--- src/rtl/multicycle_main_fsm.sv ---
// Main control FSM of the multicycle ARM core: fetch/decode/execute/memory/writeback sequencing.
// Optional macro MAIN_FSM_STALL_EN adds MemReady and stalls FETCH, MEMREAD and MEMWRITE until it is high.
module multicycle_main_fsm (
   input  logic       clk,
   input  logic       reset,
   input  logic [1:0] Op,
   input  logic       I,
   input  logic [4:0] Funct,
`ifdef MAIN_FSM_STALL_EN
   input  logic       MemReady,
`endif
   output logic       IRWrite,
   output logic       AdrSrc,
   output logic       ALUSrcA,
   output logic [1:0] ALUSrcB,
   output logic [1:0] ResultSrc,
   output logic       NextPC,
   output logic       RegW,
   output logic       MemW,
   output logic       Branch,
   output logic       ALUOp,
   output logic       IllegalOp
);

   localparam logic [3:0] S_FETCH    = 4'd0;
   localparam logic [3:0] S_DECODE   = 4'd1;
   localparam logic [3:0] S_MEMADR   = 4'd2;
   localparam logic [3:0] S_MEMREAD  = 4'd3;
   localparam logic [3:0] S_MEMWB    = 4'd4;
   localparam logic [3:0] S_MEMWRITE = 4'd5;
   localparam logic [3:0] S_EXECUTER = 4'd6;
   localparam logic [3:0] S_EXECUTEI = 4'd7;
   localparam logic [3:0] S_ALUWB    = 4'd8;
   localparam logic [3:0] S_BRANCH   = 4'd9;

   localparam logic [3:0] CMD_CMP    = 4'b1010;

   logic [3:0] state_q;
   logic [3:0] state_d;
   logic       mem_rdy;

`ifdef MAIN_FSM_STALL_EN
   assign mem_rdy = MemReady;
`else
   assign mem_rdy = 1'b1;
`endif

   always_ff @(posedge clk) begin
      if (reset) state_q <= S_FETCH;
      else       state_q <= state_d;
   end

   always_comb begin
      state_d = S_FETCH;
      case (state_q)
         S_FETCH:    state_d = mem_rdy ? S_DECODE : S_FETCH;
         S_DECODE: begin
            case (Op)
               2'b00:   state_d = I ? S_EXECUTEI : S_EXECUTER;
               2'b01:   state_d = S_MEMADR;
               2'b10:   state_d = S_BRANCH;
               default: state_d = S_FETCH;
            endcase
         end
         // Compares only update flags, so they skip the writeback state.
         S_EXECUTER,
         S_EXECUTEI: state_d = (Funct[4:1] == CMD_CMP) ? S_FETCH : S_ALUWB;
         S_MEMADR:   state_d = Funct[0] ? S_MEMREAD : S_MEMWRITE;
         S_MEMREAD:  state_d = mem_rdy ? S_MEMWB : S_MEMREAD;
         S_MEMWRITE: state_d = mem_rdy ? S_FETCH : S_MEMWRITE;
         S_MEMWB,
         S_ALUWB,
         S_BRANCH:   state_d = S_FETCH;
         default:    state_d = S_FETCH;
      endcase
   end

   always_comb begin
      IRWrite   = 1'b0;
      AdrSrc    = 1'b0;
      ALUSrcA   = 1'b0;
      ALUSrcB   = 2'b00;
      ResultSrc = 2'b00;
      NextPC    = 1'b0;
      RegW      = 1'b0;
      MemW      = 1'b0;
      Branch    = 1'b0;
      ALUOp     = 1'b0;
      IllegalOp = 1'b0;
      // Reset masks everything so no PC/IR/register/memory write escapes while it is held.
      if (!reset) begin
         case (state_q)
            S_FETCH: begin
               IRWrite   = mem_rdy;
               NextPC    = mem_rdy;
               ALUSrcA   = 1'b1;
               ALUSrcB   = 2'b10;
               ResultSrc = 2'b10;
            end
            S_DECODE: begin
               ALUSrcA   = 1'b1;
               ALUSrcB   = 2'b10;
               ResultSrc = 2'b10;
               IllegalOp = (Op == 2'b11);
            end
            S_EXECUTER: begin
               ALUSrcB = 2'b00;
               ALUOp   = 1'b1;
            end
            S_EXECUTEI: begin
               ALUSrcB = 2'b01;
               ALUOp   = 1'b1;
            end
            S_ALUWB: begin
               ResultSrc = 2'b00;
               RegW      = 1'b1;
            end
            S_MEMADR: begin
               ALUSrcB = 2'b01;
            end
            S_MEMREAD: begin
               AdrSrc = 1'b1;
            end
            S_MEMWB: begin
               ResultSrc = 2'b01;
               RegW      = 1'b1;
            end
            S_MEMWRITE: begin
               AdrSrc = 1'b1;
               MemW   = mem_rdy;
            end
            S_BRANCH: begin
               ALUSrcB   = 2'b01;
               ResultSrc = 2'b10;
               Branch    = 1'b1;
            end
            default: ;
         endcase
      end
   end

endmodule

--- config.mk ---
export PLATFORM = sky130hd
export DESIGN_NAME = multicycle_main_fsm
export DESIGN_NICKNAME = d
export VERILOG_FILES = /design/src/rtl/multicycle_main_fsm.sv
export SDC_FILE = /design/constraint.sdc
export NUM_CORES = 1
export LEC_CHECK = 0
export ABC_AREA = 1
export BUFFER_PORTS_ARGS = -buffer_cell sky130_fd_sc_hd__buf_2
export CAP_MARGIN = 15
export CORE_AREA = 2 2 39 41
export CTS_BUF_LIST = sky130_fd_sc_hd__clkbuf_8
export DETAILED_ROUTE_END_ITERATION = 7
export DIE_AREA = 0 0 41 43
export GPL_TIMING_DRIVEN = 1
export PLACE_DENSITY_LB_ADDON = 0.15
export SLEW_MARGIN = 20
export SYNTH_ARGS = -nofsm -noshare
export SYNTH_HDL_FRONTEND = slang
export SYNTH_SLANG_ARGS = --single-unit
--- constraint.sdc ---
create_clock -name clk -period 1.2 [get_ports clk]
set_input_delay 0.06 -clock clk [delete_from_list [all_inputs] [get_ports clk]]
set_output_delay 0.06 -clock clk [all_outputs]
set_load 0.05 [all_outputs]
==> results of run 1 <==
==> routing by layer <==
layer | track usage, % | part of all wire (%) | vias up
li1 | - | - | 264
met1 | 15.34 | 43 | 201
met2 | 20.63 | 52 | 16
met3 | 4.712 | 5.0 | 0
met4 | 6.000 | 0 | 0
met5 | 0 | 0 | -
==> stage by stage <==
step / instance area, sq um / TNS (ns) / std cells
2_1_floorplan: 392.9 / -0.7472 / 62
3_3_place_gp: 540.5 / 0 / 102
3_5_place_dp: 540.5 / 0 / 102
4_1_cts: 674.4 / -0.1189 / 107
5_1_grt: 742.0 / -0.7446 / 109
6_report: 742.0 / -0.1524 / 109
==> what timing repair did <==
action | in CTS | in global routing
setup buffers | 2 | 2
gates resized for setup | 29 | 15
gates cloned | 0 | 0
hold buffers | 0 | 0
pin swaps | 1 | 4
setup endpoints to repair | 13 | 12
==> worst reg2reg max path, stage by stage, from the launching register on <==
cell	delay, ns
dfxtp_4	0.36
buf_4	0.12
nand2_2	0.06
nor2_4	0.12
buf_4	0.12
nand2_1	0.04
a21oi_1	0.12
==> power by group <==
part / internal, uW / switching [uW]
Clock: 213 / 62.2
Combinational: 123 / 197
Sequential: 143 / 16.3
==> cell usage after synthesis <==
cell,number
o21bai_1,1
nand2_2,2
inv_2,4
dfxtp_1,4
nor2_2,1
nor2_1,12
buf_4,1
a21oi_1,6
buf_2,1
o22ai_1,1
nand2_1,11
nor2_4,1
nand3_1,6
nor3_1,1
inv_1,6
nand2_4,1
o211ai_1,1
nand3_2,1
nand4_1,1
==> how the worst max path moves through the flow <==
| stage | from | end | slack, ns |
|---|---|---|---|
| global route | state_q[0]$_SDFF_PP0_ | ALUSrcB[0] | -0.15 |
| detailed placement | state_q[0]$_SDFF_PP0_ | ALUSrcB[0] | 0.03 |
| global placement | state_q[0]$_SDFF_PP0_ | ALUSrcB[0] | 0.05 |
| floorplan | state_q[1]$_SDFF_PP0_ | IllegalOp | -0.23 |
| finish | state_q[0]$_SDFF_PP0_ | ALUSrcB[0] | -0.06 |
| CTS | state_q[0]$_SDFF_PP0_ | ALUSrcB[0] | -0.04 |
==> final cells by class <==
class                           instances  area, sq um
Fill cell                             143        641.9
Sequential cell                         4        92.59
Tap cell                               16        20.02
Multi-Input combinational cell         46        295.3
Inverter                               10        45.04
Timing Repair Buffer                   30        247.7
Clock buffer                            3        41.29
==> cells by family after synthesis <==
group                  after synthesis  share of synthesized area [%]
AND/OR/NAND/NOR                     37                          49.65
buffers and inverters               12                          13.89
AO/OA/AOI/OAI                        9                          14.24
flip-flops                           4                          22.22
==> impl_metrics.env, run 1 <==
export IMPL_status="finished, violations left"
export IMPL_violations="setup timing"
export IMPL_cp_cell_sequence="inv_4, nor2_4, nand3_4, nand3_2, nand2_1, inv_1, buf_6"
export IMPL_yosys_area_top_type="dfxtp_1"
export IMPL_irDropWorstVdd_uv=598.4
export IMPL_power_density_mw_per_mm2=1017
export IMPL_area_growth_pct=105.9
export IMPL_power_uw=754.4
export IMPL_rsz0062_at_grt="true"
export IMPL_required_ns=1.14
export IMPL_synth_cell_types=19
export IMPL_yosysWarnings=0
export IMPL_antenna_found_initial=0
export IMPL_utilization_pct=53.62
export IMPL_synth_top_area_share_pct=22.22
export IMPL_holdWs_ns=0.1294
export IMPL_grt_pass1_vias=415
export IMPL_cts_made_buffers=3
export IMPL_die_height_um=43
export IMPL_layout_drive_gt1_share_pct=65.59
export IMPL_syn_num_nets=72
export IMPL_reg_top3="state_q: 4 flops"
export IMPL_reg2reg_from="state_q[0]$_SDFF_PP0_"
export IMPL_dpl_worst_slack_ns=0.02809
export IMPL_ys_seq_area_share_pct=22.22
export IMPL_cts_root_buffer="clkbuf_8"
export IMPL_r2r_end="state_q[2]$_SDFF_PP0_"
export IMPL_worst_setup_path_end_kind="output port"
export IMPL_drt_iter0_drc=1
export IMPL_most_common_layout_cells="buf_6 (12), nand2_1 (10), buf_2 (9), buf_4 (7)"
export IMPL_initial_core_util_pct=26.04
export IMPL_track_usage_pct=13.23
export IMPL_fin_skew_ns=0.0002110
export IMPL_final_common_cell="buf_6"
export IMPL_hold_violations=0
export IMPL_hold_path_depth=4
export IMPL_core_sq_mm=0.001384
export IMPL_cp_depth=7
export IMPL_r2r_cells=6
export IMPL_cts_clk_slew_worst_paths_ns=0.03
export IMPL_slowest_delay_ns=0.36
export IMPL_wl_per_cell_um=9.422
export IMPL_finalCritPeriodShare_pct=104.8
export IMPL_dieArea_sq_mm=0.001763
export IMPL_ant_nets=0
export IMPL_r2r_setup_slack_ns=0.19
export IMPL_dp_hpwl_um=758.6
export IMPL_cp_start_kind="flop"
export IMPL_crit_fanout=4
export IMPL_power_leakage_uw=0.0003547
export IMPL_nets=105
export IMPL_syn_area_per_cell_sq_um=5.812
export IMPL_yosys_top_cells_area="dfxtp_1 (22%), nor2_1 (13%), nand2_1 (11%), a21oi_1 (8.3%), nand3_1 (8.3%)"
export IMPL_cts_buffer_depth=2
export IMPL_netlist_instances=62
export IMPL_regMostFlops="state_q"
export IMPL_tightest_slew_ns=0.1870
export IMPL_avgViaCountPerCell=4.413
export IMPL_slowest_stage="dfxtp_4"
export IMPL_numPortBuffers=22
export IMPL_vias=481
export IMPL_cts_sinks=4
export IMPL_drc_errors=0
export IMPL_fin_crit_ns=1.258
export IMPL_relSlewSlack_pct=87.50
export IMPL_cp_arrival_ns=1.20
export IMPL_grt_ovfl_total=0
export IMPL_hp_class="in2reg"
export IMPL_rows=14
export IMPL_drtPass1Iterations=3
export IMPL_finalSetupViolCount=6
export IMPL_drv_slew=0
export IMPL_cp_num_buf_inv=3
export IMPL_insertion_delay_ns=0.21
export IMPL_min_to="state_q[3]$_SDFF_PP0_"
export IMPL_path_class="reg2out"
export IMPL_hp_start="Funct[2]"
export IMPL_grt_pass1_wl_um=1580
export IMPL_cap_violations=0
export IMPL_insertedDiodeCount=0
export IMPL_ys_ff_latch=4
export IMPL_cts_tree="built"
export IMPL_netlist_area_sq_um=360.3
export IMPL_place_congestion=0.7507
export IMPL_fp_dieW_um=41
export IMPL_cp_top_family="simple AND/OR/NAND/NOR gates"
export IMPL_setup_ws_ns=-0.05806
export IMPL_routed_wl_um=1027
export IMPL_ioPinCount=23
export IMPL_htreeDepth=1
export IMPL_largest_register_ffs=4
export IMPL_grt_max_degree=10
export IMPL_fmax_ghz=0.7949
(Power assumes the default switching activity.)
==> run 2: changes to the inputs <==
ABC_AREA = unset   (was 1)
ABC_CLOCK_PERIOD_IN_PS = 1200   (was unset)
CAP_MARGIN = unset   (was 15)
==> run 2 against run 1 <==
  * The run still ends with setup timing left
  * Routed wire length is 30% higher
  * First-iteration DRC count grew to 5.0 times the previous value
  * Final area is 23% higher
  * Combinational power is 45% higher
  * Synthesized cell count is 27% lower
==> impl_metrics.env, run 2 <==
export IMPL_die_height_um=43
export IMPL_dieArea_sq_mm=0.001763
export IMPL_violations="setup timing"
export IMPL_cp_start_kind="flop"
export IMPL_cts_root_buffer="clkbuf_8"
export IMPL_synthArstFlopShare_pct=0
export IMPL_netlist_area_sq_um=350.3
export IMPL_holdWs_ns=0.1325
export IMPL_synth_most_common_cell="nor2_1"
export IMPL_dp_cells=91
export IMPL_setup_ws_ns=-0.2461
export IMPL_tns_ns=-2.068
export IMPL_synth_edf_count=0
export IMPL_insertedDiodeCount=0
export IMPL_dp_hpwl_um=795.5
export IMPL_initial_core_util_pct=25.32
export IMPL_numPortBuffers=22
export IMPL_finalCritPeriodShare_pct=120.5
export IMPL_layout_drive_gt1_share_pct=86.05
export IMPL_netlist_instances=45
export IMPL_comb_power_share_pct=51.0
export IMPL_seqPwrFrac_pct=17.7
export IMPL_ioPinCount=23
export IMPL_largest_register_ffs=4
export IMPL_p_sw_share_pct=36.47
export IMPL_place_congestion=0.7025
export IMPL_routed_wl_um=1330
export IMPL_cts_buffer_depth=2
export IMPL_track_usage_pct=15.43
export IMPL_antenna_found_initial=0
export IMPL_grt_pass1_wl_um=1952
export IMPL_wl_per_cell_um=13.04
export IMPL_tightest_slew_ns=0.2602
export IMPL_p_sw_uw=331.2
export IMPL_cts_hold_buf=0
export IMPL_drv_slew=0
export IMPL_drt_iter0_drc=5
export IMPL_layoutNonFillerInstCount=102
export IMPL_insertion_delay_ns=0.22
export IMPL_avgViaCountPerCell=4.755
export IMPL_htreeDepth=1
export IMPL_irDropWorstVdd_uv=757.9
export IMPL_grt_ovfl_total=0
export IMPL_yosysWarnings=0
export IMPL_fmax_ghz=0.6915
export IMPL_status="finished, violations left"
export IMPL_fin_skew_ns=0.004334
export IMPL_worst_setup_path_end_kind="output port"
export IMPL_rows=14
export IMPL_relSlewSlack_pct=82.62
export IMPL_hold_violations=0
export IMPL_area_growth_pct=160.7
export IMPL_cts_tree="built"
export IMPL_hp_class="in2reg"
export IMPL_fillers=106
export IMPL_cts_sinks=4
export IMPL_cts_made_buffers=3
export IMPL_drc_errors=0
export IMPL_cap_violations=0
export IMPL_drtPass1Iterations=2
export IMPL_vias=485
export IMPL_yosys_top_cells_area="dfxtp_1 (23%), nor2_1 (8.6%), buf_6 (6.4%), nor3b_4 (5.4%), xor2_1 (5.0%)"
export IMPL_synth_top_area_share_pct=22.86
export IMPL_yosys_area_top_type="dfxtp_1"
export IMPL_power_leakage_uw=0.0003905
export IMPL_grt_pass1_vias=461
export IMPL_required_ns=1.14
export IMPL_power_density_mw_per_mm2=994.4
export IMPL_cts_clk_slew_worst_paths_ns=0.03
export IMPL_fp_dieW_um=41
export IMPL_cp_arrival_ns=1.39
export IMPL_synthTopCellsByCount="nor2_1 (8), dfxtp_1 (4), a21oi_1 (3), nand2_1 (3)"
export IMPL_nets=98
export IMPL_finalSetupViolCount=14
export IMPL_syn_num_nets=55
export IMPL_core_sq_mm=0.001384
export IMPL_syn_area_per_cell_sq_um=7.785
export IMPL_most_common_layout_cells="buf_4 (17), buf_6 (11), buf_2 (9), buf_8 (6), nor2_4 (5)"
export IMPL_power_uw=908.3
export IMPL_grt_max_degree=7
export IMPL_final_common_cell="buf_4"
export IMPL_ys_flop_type="dfxtp_1"
export IMPL_synth_cell_types=25
export IMPL_ant_nets=0
export IMPL_crit_fanout=5
export IMPL_rsz0062_at_grt="true"
export IMPL_ys_seq_area_share_pct=22.86
export IMPL_clkPwrFrac_pct=31.3
export IMPL_reg_top3="state_q: 4 flops"
export IMPL_regMostFlops="state_q"
export IMPL_fin_crit_ns=1.446
export IMPL_internal_power_uw=577.1
export IMPL_path_class="reg2out"
export IMPL_ys_ff_latch=4
run 2: changes by cell type after synthesis, sizes merged, moves of 2 or more:
| cell | before | now |
|---|---|---|
| nand2 | 14 | 3 |
| inv | 10 | 2 |
| nand3 | 7 | 0 |
| nor2 | 14 | 8 |
| a21oi | 6 | 3 |
| buf | 2 | 5 |
| or3 | 0 | 2 |
| xor2 | 0 | 2 |
run 2: cell type report:
| cell class | count | area [sq um] | share of cell area, % |
|---|---|---|---|
| tap | 16 | 20.02 | 2.192 |
| clock buffer | 3 | 41.29 | 4.521 |
| multi-input combinational | 34 | 365.4 | 40.00 |
| inverter | 2 | 7.507 | 0.8219 |
| sequential | 4 | 92.59 | 10.14 |
| timing repair buffer | 43 | 386.6 | 42.33 |
run 2: metrics by stage:
step	setup slack (ns)	instance area [sq um]	util, %
final	-0.2461	913.4	66.00
after global routing	-0.2913	913.4	66.00
after CTS	-0.2251	848.3	61.30
after detailed placement	-0.1822	589.3	42.59
after global placement	-0.1773	589.3	42.59
after floorplan	-0.4978	407.9	-
run 2: kinds of logic after synthesis:
logic type | count (synthesis) | share of synthesized area [%]
flops | 4 | 22.86
buf+inv | 7 | 13.57
simple gates | 22 | 37.15
compound gates | 9 | 18.93
xor+xnor | 3 | 7.501
run 2: final timing paths:
check	start	end	cells past startpoint	slack (ns)
worst max-delay path	state_q[2]$_SDFF_PP0_	IllegalOp	5	-0.25
worst min-delay path	Funct[0]	state_q[2]$_SDFF_PP0_	3	0.13
worst max register to register	state_q[2]$_SDFF_PP0_	state_q[3]$_SDFF_PP0_	5	-0.15
worst min register to register	state_q[2]$_SDFF_PP0_	state_q[3]$_SDFF_PP0_	2	0.59
run 2: power groups by stage:
stage	combinational, uW	clock [uW]	sequential, uW
after floorplan	238	0	154
after global placement	317	0	160
after detailed placement	317	0	160
after CTS	428	291	161
after global routing	491	303	163
final	463	284	161
run 2: routing by layer:
metal  vias up  global-route usage [%]  part of all wire [%]
met5         -                       0                     0
met4         0                   2.000                     0
met3         0                   3.141                   3.5
met2        12                   26.25                    55
met1       234                   19.49                    41
li1        239                       -                     -
run 2: critical path: stages, from the launching register on:
cell,delay [ns]
dfxtp_4,0.35
buf_6,0.12
nor3b_4,0.20
buf_4,0.15
and4_4,0.21
buf_8,0.14
run 2: what timing repair did:
item / in CTS / in global routing
endpoints found under the setup margin: 14 / 17
buffers inserted: 8 / 1
gates resized for setup: 51 / 14
pin swaps: 8 / 8
